$ cat src/rtl/cpu_trace_buffer.sv
// cpu_trace_buffer: commit-trace capture beside the cpu core.
// Retired instructions (PC plus writeback) are recorded into a circular
// buffer once armed. A PC match triggers the capture, a programmable number
// of post-trigger entries is kept, and then the buffer freezes for readout.
// Optional build macro TRACE_TIMESTAMP_EN adds a 32-bit cycle timestamp to
// each entry; the timestamp occupies the MSBs of rd_entry.
module cpu_trace_buffer #(
  parameter int XLEN  = 32,
  parameter int DEPTH = 16,
  parameter int AW    = $clog2(DEPTH),
`ifdef TRACE_TIMESTAMP_EN
  localparam int EW   = 2*XLEN+38
`else
  localparam int EW   = 2*XLEN+6
`endif
) (
  input  logic            clk,
  input  logic            reset,
  input  logic            commit_valid,
  input  logic [XLEN-1:0] commit_pc,
  input  logic            commit_we,
  input  logic [4:0]      commit_rd,
  input  logic [XLEN-1:0] commit_data,
  input  logic            arm,
  input  logic [XLEN-1:0] trig_pc,
  input  logic [AW-1:0]   post_cnt,
  input  logic            rd_en,
  input  logic [AW-1:0]   rd_idx,
  output logic            rd_valid,
  output logic [EW-1:0]   rd_entry,
  output logic [1:0]      state,
  output logic [AW:0]     count,
  output logic [AW-1:0]   trig_pos
);

  localparam logic [1:0] S_IDLE  = 2'd0;
  localparam logic [1:0] S_ARMED = 2'd1;
  localparam logic [1:0] S_POST  = 2'd2;
  localparam logic [1:0] S_DONE  = 2'd3;

  localparam logic [AW:0]   FULL = (AW+1)'(DEPTH);
  localparam logic [AW-1:0] ONE  = AW'(1);

  logic [EW-1:0] mem [DEPTH];

  logic [AW-1:0] wr_ptr;
  logic [AW-1:0] trig_slot;
  logic [AW-1:0] remaining;

  logic [AW-1:0] oldest;
  logic [AW-1:0] next_ptr;
  logic [AW-1:0] next_oldest;
  logic [AW-1:0] done_slot;
  logic [AW-1:0] rd_slot;
  logic [AW:0]   next_count;
  logic          do_write;
  logic          pc_hit;
  logic          finish;
  logic [EW-1:0] wr_entry;

  // Write qualification, trigger detection and the index arithmetic around the ring
  always_comb begin
    do_write    = commit_valid && !arm && (state == S_ARMED || state == S_POST);
    pc_hit      = (state == S_ARMED) && (commit_pc == trig_pc);
    finish      = do_write && ((pc_hit && (post_cnt <= ONE)) ||
                               (state == S_POST && remaining == ONE));
    oldest      = (count < FULL) ? '0 : wr_ptr;
    next_ptr    = wr_ptr + ONE;
    next_count  = (count == FULL) ? count : count + (AW+1)'(1);
    next_oldest = (next_count < FULL) ? '0 : next_ptr;
    done_slot   = (state == S_ARMED) ? wr_ptr : trig_slot;
    rd_slot     = oldest + rd_idx;
  end

`ifdef TRACE_TIMESTAMP_EN
  logic [31:0] timestamp;

  // Free-running cycle counter, restarted by arm so timestamps are relative to it
  always_ff @(posedge clk or negedge reset) begin
    if (!reset)   timestamp <= '0;
    else if (arm) timestamp <= '0;
    else          timestamp <= timestamp + 32'd1;
  end

  assign wr_entry = {timestamp, commit_pc, commit_we, commit_rd, commit_data};
`else
  assign wr_entry = {commit_pc, commit_we, commit_rd, commit_data};
`endif

  // Trace RAM: contents are deliberately not reset
  always_ff @(posedge clk) begin
    if (do_write) mem[wr_ptr] <= wr_entry;
  end

  // Capture state machine, write pointer, fill count and trigger bookkeeping
  always_ff @(posedge clk or negedge reset) begin
    if (!reset) begin
      state     <= S_IDLE;
      wr_ptr    <= '0;
      count     <= '0;
      trig_pos  <= '0;
      trig_slot <= '0;
      remaining <= '0;
    end else if (arm) begin
      state  <= S_ARMED;
      wr_ptr <= '0;
      count  <= '0;
    end else if (do_write) begin
      wr_ptr <= next_ptr;
      count  <= next_count;
      if (finish) begin
        state    <= S_DONE;
        trig_pos <= done_slot - next_oldest;
      end else if (pc_hit) begin
        state     <= S_POST;
        trig_slot <= wr_ptr;
        remaining <= post_cnt - ONE;
      end else if (state == S_POST) begin
        remaining <= remaining - ONE;
      end
    end
  end

  // Registered readout relative to the oldest entry; slots past count read as zero
  always_ff @(posedge clk or negedge reset) begin
    if (!reset) begin
      rd_valid <= 1'b0;
      rd_entry <= '0;
    end else begin
      rd_valid <= rd_en;
      if (rd_en) rd_entry <= ({1'b0, rd_idx} < count) ? mem[rd_slot] : '0;
    end
  end

endmodule

$ cat config.mk
export PLATFORM = sky130hd
export DESIGN_NAME = cpu_trace_buffer
export DESIGN_NICKNAME = d
export VERILOG_FILES = /design/src/rtl/cpu_trace_buffer.sv
export SDC_FILE = /design/constraint.sdc
export NUM_CORES = 1
export LEC_CHECK = 0
export ABC_AREA = 1
export ABC_CLOCK_PERIOD_IN_PS = 8800
export BUFFER_PORTS_ARGS = -buffer_cell sky130_fd_sc_hd__buf_2
export CAP_MARGIN = 20
export CORE_UTILIZATION = 25
export CTS_BUF_LIST = sky130_fd_sc_hd__clkbuf_8
export DETAILED_ROUTE_END_ITERATION = 10
export GPL_ROUTABILITY_DRIVEN = 0
export PLACE_DENSITY_LB_ADDON = 0.12
export SYNTH_ARGS = -nofsm -noshare
export SYNTH_HDL_FRONTEND = slang
export SYNTH_SLANG_ARGS = --single-unit
$ cat constraint.sdc
create_clock -name clk -period 8.8 [get_ports clk]
set_clock_uncertainty 0.05 [all_clocks]
set_input_delay 1.76 -clock clk [delete_from_list [all_inputs] [get_ports clk]]
set_output_delay 1.76 -clock clk [all_outputs]
set_load 0.005 [all_outputs]
==> Yosys cells after proc, flatten, opt, wreduce, memory -nomap -nowiden <==
Memories as Yosys holds them, arrays and structs flattened.
Cells that the tools add are included.
{ "op_classes": {"n_eq_ne": 5, "n_div": 0, "multipliers": 0, "n_mux": 17, "add_sub_neg": 6, "n_lt_le_gt_ge": 4, "n_shift": 0, "n_reduce_logical": 16, "bitwise": 2} }
{ "ops": {"columns": ["cell", "n"], "rows": [
  ["$mux W70", 1],
  ["$eq A32 B32 Y1", 1],
  ["$mux W4", 7],
  ["$mux W5", 3],
  ["$lt A5 B5 Y1 const B", 2],
  ["$mux W2", 4],
  ["$reduce_and A4 Y1", 2],
  ["$sub A4 B1 Y4 const B", 2],
  ["$logic_and A1 B1 Y1", 6],
  ["$add A5 B1 Y5 const B", 1],
  ["$eq A5 B5 Y1 const B", 1],
  ["$lt A4 B5 Y1", 1],
  ["$add A4 B1 Y4 const B", 1],
  ["$add A4 B4 Y4", 1],
  ["$eq A4 B1 Y1 const B", 1],
  ["$le A4 B1 Y1 const B", 1],
  ["$reduce_bool A2 Y1", 2],
  ["$sub A4 B4 Y4", 1],
  ["$reduce_and A3 Y1", 1],
  ["$reduce_bool A3 Y1", 1],
  ["$eq A2 B1 Y1 const B", 1],
  ["$eq A2 B2 Y1 const B", 1],
  ["$logic_or A1 B1 Y1", 2],
  ["$mux W1", 2],
  ["3 further kinds", 4]
]} }
{ "word_totals": {"ramBits": 1120, "n_memories": 1, "inputBits": 115, "latchBits": 0, "romBits": 0, "register_bits": 94, "out_inout_bits": 82} }
{ "memory_table": {"columns": ["name", "depth", "width", "read_ports", "rd_clocked_by_memory_dff", "write_ports", "line_no", "text"], "rows": [
  ["mem", 16, 70, 1, 0, 1, "44", "logic [EW-1:0] mem [DEPTH];"]
]} }

==> Depth between registers and ports, before layout <==
Gate-level depths: netlist of the first run.
{ "logic_depth": {"word_depth": 8, "depth_mapped": 15, "depth_no_buf": 13} }

==> Worst setup path after synthesis of the first run <==
Ideal clock, no wire load.
{ "synth_timing": {"path_type": "input port to flip-flop", "startpoint": "input arm", "endpoint": "memory mem[0][0] (netlist name), enable pin", "arrival_ns": 5.418, "setup_slack_ns": 2.834, "required_ns": 8.251, "cell_stages": 4, "cell_sequence": "nor3_2 -> clkbuf_1 -> nand2_1 -> nor2_1"} }
{ "synth_between": {"elab_chain_cells": 5} }
{ "synth_lines": {"columns": ["element", "line_no", "text"], "rows": [
  ["from (decl)", "24", "input logic arm,"],
  ["$logic_not A1 Y1", "63", "do_write = commit_valid && !arm && (state == S_ARMED || state == S_POST);"],
  ["$logic_and A1 B1 Y1 (2 in a row)", "63", null],
  ["$mux W1", "92", "if (do_write) mem[wr_ptr] <= wr_entry;"],
  ["$mux W1 (not written as such)", "92", null],
  ["to (decl)", "44", null]
]} }
No other way between the ends.

==> Worst setup path in the final report of the first run <==
{ "layout_timing": {"startpoint": "input rd_idx[0]", "endpoint": "register rd_entry[63]"} }
{ "layout_between": {"elab_chain_cells": 3} }
{ "layout_lines": {"columns": ["element", "line_no", "text"], "rows": [
  ["from (decl)", "28", "input logic [AW-1:0] rd_idx,"],
  ["$add A4 B4 Y4", "72", "rd_slot = oldest + rd_idx;"],
  ["$mem_v2 Z16 W70", null, null],
  ["$mux W70 *", "131", "if (rd_en) rd_entry <= ({1'b0, rd_idx} < count) ? mem[rd_slot] : '0;"],
  ["to (signal assigned)", "131", null],
  ["to (decl)", "30", "output logic [EW-1:0] rd_entry,"]
]} }
Mark *: on every way between the ends. The rest lies on a longest branch, timed or not.
A chain may end at the register's enable or synchronous reset.

==> key figures, run 1 <==
Run status
  – Status: finished, final reports clean

Synthesis
  – Syn Nets: 4160
  – Count of state elements after synthesis: 1214
  – Asr flop ratio synth: 7.74%
  – Mapped Avg Cell Area: 12.2 sq um
  – Largest cells by area after synthesis: edfxtp_1 69%, nand2_1 5.7%, o21ai_0 5.5%
  – Library cells used by synthesis: 33
  – Leading area contributor after synthesis: edfxtp_1
  – Yosys Warn Count: 0
  – Syn Std Cell Area: 0.0490 sq mm
  – Top FF cell, synth: edfxtp_1
  – Post-synthesis sequential area ratio: 73.5%
  – Yosys top cell area share: 68.7%
  – Number of synthesized flops with an enable pin: 1120
  – Post-Synthesis Cells: 4022

Drt
  – Via-to-Cell Ratio: 4.54
  – Via count: 31981
  – Pre-antenna DRT Iters: 5
  – WL/cell: 23.7 um
  – Final WL: 167000 um
  – Routed Antenna Nets: 0
  – # DRC: 0
  – Starting DRT DRC Count: 2283

Die
  – Die H: 445 um
  – Die area: 0.198 sq mm
  – Row cnt: 162
  – Top Ports: 197
  – Starting Density: 25.1%
  – Die Width: 445 um
  – Core area: 0.195 sq mm

Clocking
  – Post_cts resized: 0
  – # hold bufs at CTS: 0
  – Clock buffer depth: 3
  – Post-CTS Setup Repair Bufs: 0
  – Root buffer cell: clkbuf_8
  – Later-pin clock latency in the skew report: 0.93 ns
  – Sink Count: 1214
  – Cts bufs inserted: 210
  – Reg clk slew, reported paths: 0.06 ns
  – CTS tree: built
  – # H-tree levels: 4

Global route
  – Grt met3 use: 2.97%
  – Top Usage Layer GRT: met2
  – Total track usage: 16.7%
  – Largest net degree at the start of global routing: 167
  – GRT met2 Usage: 27.5%
  – GRT met1 Usage: 22.4%
  – Vias in the first global route: 32055
  – Initial antenna violation count: 28
  – First-pass GRT wire length: 238000 um
  – Grt total ovfl: 0

STA
  – Final slew viol count: 0
  – Setup TNS: 0 ns
  – Worst rel slew slack: 26.9%
  – RSZ-0062 raised after global routing: no
  – Tmin final: 4.96 ns
  – Final worst setup slack: 3.84 ns
  – Fin. Hold Viols: 0
  – F_max: 202 MHz
  – Worst slew pin tran: 1.10 ns
  – WHS: 0.429 ns
  – Period utilization: 56.3%
  – Setup violators final: 0

Placement
  – Input/output buffers: 196
  – Pre-CTS setup slack: 2.89 ns
  – DP Wirelength: 82900 um

Setup path
  – Worst Path Required: 9.55 ns
  – Critical path class: in2reg
  – CP Capture Type: register
  – Crit path DAT: 5.71 ns
  – Crit path max fanout: 89
  – Crit path launch type: primary input

Layout
  – Area Growth Syn to Fin: 15.9%
  – Commonest non-fill, non-tap cell in the layout: edfxtp_1
  – Share of cells above drive strength 1: 12.1%
  – Commonest cells after routing, fill and taps aside: 1120 x edfxtp_1, 746 x nand2_1, 536 x o21ai_0, 474 x nor2_1, 266 x inv_1
  – Final nets: 4384

Min path
  – Hold Crit Class: reg2reg

Pwr
  – Worst vdd ir: 0.117 mV
  – PwrDens: 212 mW/mm^2
  – Leakage: 20.1 nW

Job
  – Max Cap Viol: 0
metrics by stage:
stage          instance area [sq um]  instances  total power (W)  utilization [%]
2_1_floorplan                  49000       4022          0.00698                -
3_3_place_gp                   52900       6656          0.00742             27.2
3_5_place_dp                   52900       6657          0.00742             27.2
4_1_cts                        56800       7043           0.0123             29.1
5_1_grt                        56800       7045           0.0126             29.1
6_report                       56800       7047           0.0120             29.2
critical path, cell delays in order:
cell and delay [ns]:
buf_2 0.12, ha_4 0.12, inv_1 0.05, fa_4 0.96, buf_4 0.76, buf_4 0.92
o21ai_0 0.21, o221ai_1 0.21, o21ai_0 0.12, nand2_1 0.07, nand2_1 0.07, o22ai_1 0.10
area by class of cell:
type	count	area, sq um
repair buffers	259	1580
multi-input cells	2398	11500
well taps	2624	3280
flip-flops and latches	1214	36000
clock buffers	227	3120
diodes	3	7.51
clock inverters	159	684
inverters	163	634
fillers	20084	138000
cell families after synthesis:
family | Yosys count | share of synthesized area (%)
AO/OA/AOI/OAI | 869 | 10.0
flip-flops | 1214 | 73.5
AND/OR/NAND/NOR | 1485 | 12.1
buffers and inverters | 410 | 3.40
XOR/XNOR | 21 | 0.406
adder cells (fa/ha/maj) | 23 | 0.618
flip-flops by register name, indices dropped and copies added (netlist names):
signal and cells:
state 2, trig_slot 4, trig_pos 4, rd_entry 70
mem 1120, rd_valid 1, count 5, remaining 4
wr_ptr 4
synth_stat cells (11+ instances only):
library cell / n
a21oi_1: 119
a32o_1: 19
a32oi_1: 13
buf_1: 11
buf_2: 77
clkbuf_1: 151
dfrtp_1: 94
edfxtp_1: 1120
ha_1: 21
inv_1: 159
nand2_1: 747
nand3_1: 224
nand4_1: 11
nor2_1: 490
o21ai_0: 536
o21ai_1: 20
o221ai_1: 84
o22ai_1: 73
xor2_1: 12
power by group:
part	leakage (nW)	internal, W	switching [W]
registers	11.3	0.00639	0.0000493
clock network	2.34	0.00239	0.00238
logic	6.43	0.000221	0.000616
final timing paths:
path	startpoint	to	slack, ns	depth (start not counted)
max	rd_idx[0]	rd_entry[63]	3.84	12
min	trig_pos[1]	trig_pos[1]	0.43	2
max reg2reg	count[4]	rd_entry[63]	4.12	13
min reg2reg	trig_pos[1]	trig_pos[1]	0.43	2
max in group asynchronous	reset	rd_entry[11]	6.50	2
min in group asynchronous	reset	rd_entry[62]	0.88	1
layer usage:
layer	vias to the layer above	share of wire, %
met1	16108	46
met3	282	4.4
li1	14897	-
met5	-	0.062
met4	16	2.1
met2	678	48
Note: power is estimated with default switching activity, not from simulation.
==> run 2: changes to the inputs <==
- ABC_CLOCK_PERIOD_IN_PS: 8800 -> 5100
- clock period: 8.8 -> 5.1 ns (I/O delays scaled with it)
==> run 2 against run 1 <==
Net effect:
- via count grew 0.38%
- sequential share of layout area down 0.76 points
- core utilization increased by 0.35 points
- cell count is 0.40% higher
- non-clock buffer count rose by 9
- die area is the same
- combinational power rose by 77%
- critical path depth stayed put
- first-iteration DRC count decreased by 5.9%
- clock power rose by 81%
- final area up 1.2%
- critical endpoint is now rd_entry[28]
- highest routed layer unchanged
==> key figures, run 2 (synthesis results as in run 1) <==
Run status
  – Status: finished, final reports clean

Setup path
  – Crit path DAT: 4.34 ns (-1.37 ns)
  – CP cell instances: nand2_1 -> inv_1 -> ha_4 -> inv_1 -> fa_4 -> xnor2_2 -> buf_12 -> buf_4 -> a21oi_1 -> a32o_1 -> o21ai_0 -> o22ai_1
  – Crit-path slowest cell: buf_12
  – Worst Path Required: 5.79 ns (-3.76 ns)
  – Buf+Inv Stages, Crit Path: 4 (unchanged)
  – Max incr delay on CP: 0.59 ns (-0.37 ns)
  – Top delay family on crit path: buffers and inverters
  – Crit path launch type: register
  – Critical path class: reg2reg
  – Critical path's most frequent cell: inv_1
  – CP Capture Type: register
  – Crit path max fanout: 100 (+12%)

Drt
  – WL/cell: 23.8 um (+0.31%)
  – # DRC: 0 (unchanged)
  – Via-to-Cell Ratio: 4.54 (about the same)
  – Pre-antenna DRT Iters: 7 (+2)
  – Routed Antenna Nets: 0 (unchanged)
  – Starting DRT DRC Count: 2148 (-5.9%)
  – Final WL: 168000 um (+0.71%)
  – Via count: 32102 (+0.38%)

Die
  – Die Width: 445 um (unchanged)
  – Starting Density: 25.1% (unchanged)
  – Die area: 0.198 sq mm (unchanged)
  – Die H: 445 um (unchanged)
  – Row cnt: 162 (unchanged)
  – Core area: 0.195 sq mm (unchanged)
  – Top Ports: 197 (unchanged)

Layout
  – Commonest non-fill, non-tap cell in the layout: edfxtp_1
  – Area Growth Syn to Fin: 17.4%
  – Largest register FFs: 1120 (unchanged)
  – Share of cells above drive strength 1: 12.5% (+0.46 points)
  – Final nets: 4399 (+0.34%)
  – Fillers: 20003 (-0.40%)
  – Biggest regs: mem (1120), rd_entry (70), count (5)
  – Final Instance Area: 0.0575 sq mm (+1.2%)
  – Final core occ: 29.5% (+0.35 points)
  – Register area: 0.0360 sq mm (unchanged)
  – Commonest cells after routing, fill and taps aside: 1120 x edfxtp_1, 746 x nand2_1, 536 x o21ai_0, 474 x nor2_1, 268 x inv_1
  – Area of the multi-input gates: 0.0115 sq mm (unchanged)
  – Most flop-heavy register: mem

Pwr
  – Worst vdd ir: 0.211 mV (+81%)
  – PwrDens: 370 mW/mm^2 (+74%)
  – Leakage: 20.4 nW (+1.4%)

Clocking
  – # H-tree levels: 4 (unchanged)
  – CTS tree: built
  – Post_cts resized: 0 (unchanged)
  – Sink Count: 1214 (unchanged)
  – Later-pin clock latency in the skew report: 0.96 ns (+0.03 ns)
  – Clock buffer depth: 3 (unchanged)
  – Cts bufs inserted: 216 (+2.9%)
  – Root buffer cell: clkbuf_8
  – Reg clk slew, reported paths: 0.06 ns (about the same)

Global route
  – Initial antenna violation count: 27 (-3.6%)
  – Vias in the first global route: 32342 (+0.90%)
  – Total track usage: 16.9% (+0.19 points)
  – First-pass GRT wire length: 241000 um (+1.2%)
  – Grt total ovfl: 0 (unchanged)
  – Largest net degree at the start of global routing: 152 (-9.0%)

STA
  – RSZ-0062 raised after global routing: no
  – Period utilization: 71.6%
  – Setup TNS: 0 ns (unchanged)
  – Fin. Hold Viols: 0 (unchanged)
  – Final slew viol count: 0 (unchanged)
  – Setup violators final: 0 (unchanged)
  – F_max: 274 MHz
  – Worst rel slew slack: 28.0% (+1.0 points)
  – Worst slew pin tran: 1.08 ns (-0.0178 ns)
  – WHS: 0.292 ns (-0.137 ns)
  – Tmin final: 3.65 ns

Min path
  – Hold Crit Class: in2reg

Job
  – Max Cap Viol: 0 (unchanged)

Placement
  – Input/output buffers: 196 (unchanged)
  – Dpl cell area: 0.0534 sq mm (+0.84%)
  – DP Wirelength: 83700 um (+1.0%)
## run 2: cell count changes in the layout (fill, tap and decap cells not counted)
cell	delta
clkinv_2	+3
clkinv_1	+1
inv_6	+2
bufinv_16	+4
clkinvlp_4	+1
clkinv_8	+1
buf_12	+29
dlygate4sd3_1	+1
clkbuf_8	+5
inv_1	+2
buf_4	-21
## run 2: routing by layer
layer  track usage, %  part of all wire (%)  vias up
li1                 -                     -    14951
met1             22.7                    46    16222
met2             28.0                    48      655
met3             2.97                   3.8      260
met4             4.29                   2.1       14
met5                0                 0.056        -
## run 2: metrics by stage
stage / std cells / power, W / setup WS [ns]
2_1_floorplan: 4022 / 0.0120 / -0.126
3_5_place_dp: 6666 / 0.0128 / 0.915
5_1_grt: 7074 / 0.0222 / 1.16
6_report: 7075 / 0.0212 / 1.45
4_1_cts: 7072 / 0.0216 / 1.36
3_3_place_gp: 6666 / 0.0129 / 0.966
## run 2: worst paths after layout
path / from / to / slack, ns / depth (start not counted)
worst max-delay path: count[4] / rd_entry[28] / 1.45 / 12
worst min-delay path: rd_en / rd_valid / 0.29 / 1
worst max register to register: count[4] / rd_entry[28] / 1.45 / 12
worst min register to register: trig_pos[1] / trig_pos[1] / 0.43 / 2
max in group asynchronous: reset / rd_entry[22] / 3.38 / 3
min in group asynchronous: reset / remaining[0] / 0.65 / 2
## run 2: power by group
group / internal (W) / switching [W]
Sequential: 0.0110 / 0.0000962
Combinational: 0.000408 / 0.00107
Clock: 0.00443 / 0.00421
## run 2: what timing repair did
item / CTS / global route
hold buffers: 1 / 0
buffers inserted: 0 / 0
endpoints found under the hold margin: 9 / 0
setup endpoints to repair: 0 / 0
## run 2: area by class of cell
class                   count  share of cell area [%]
diodes                      3                  0.0131
flip-flops and latches   1214                    62.6
repair buffers            268                    3.49
clock buffers             232                    5.56
clock inverters           173                    1.52
well taps                2624                    5.71
multi-input cells        2398                    20.0
inverters                 163                    1.10
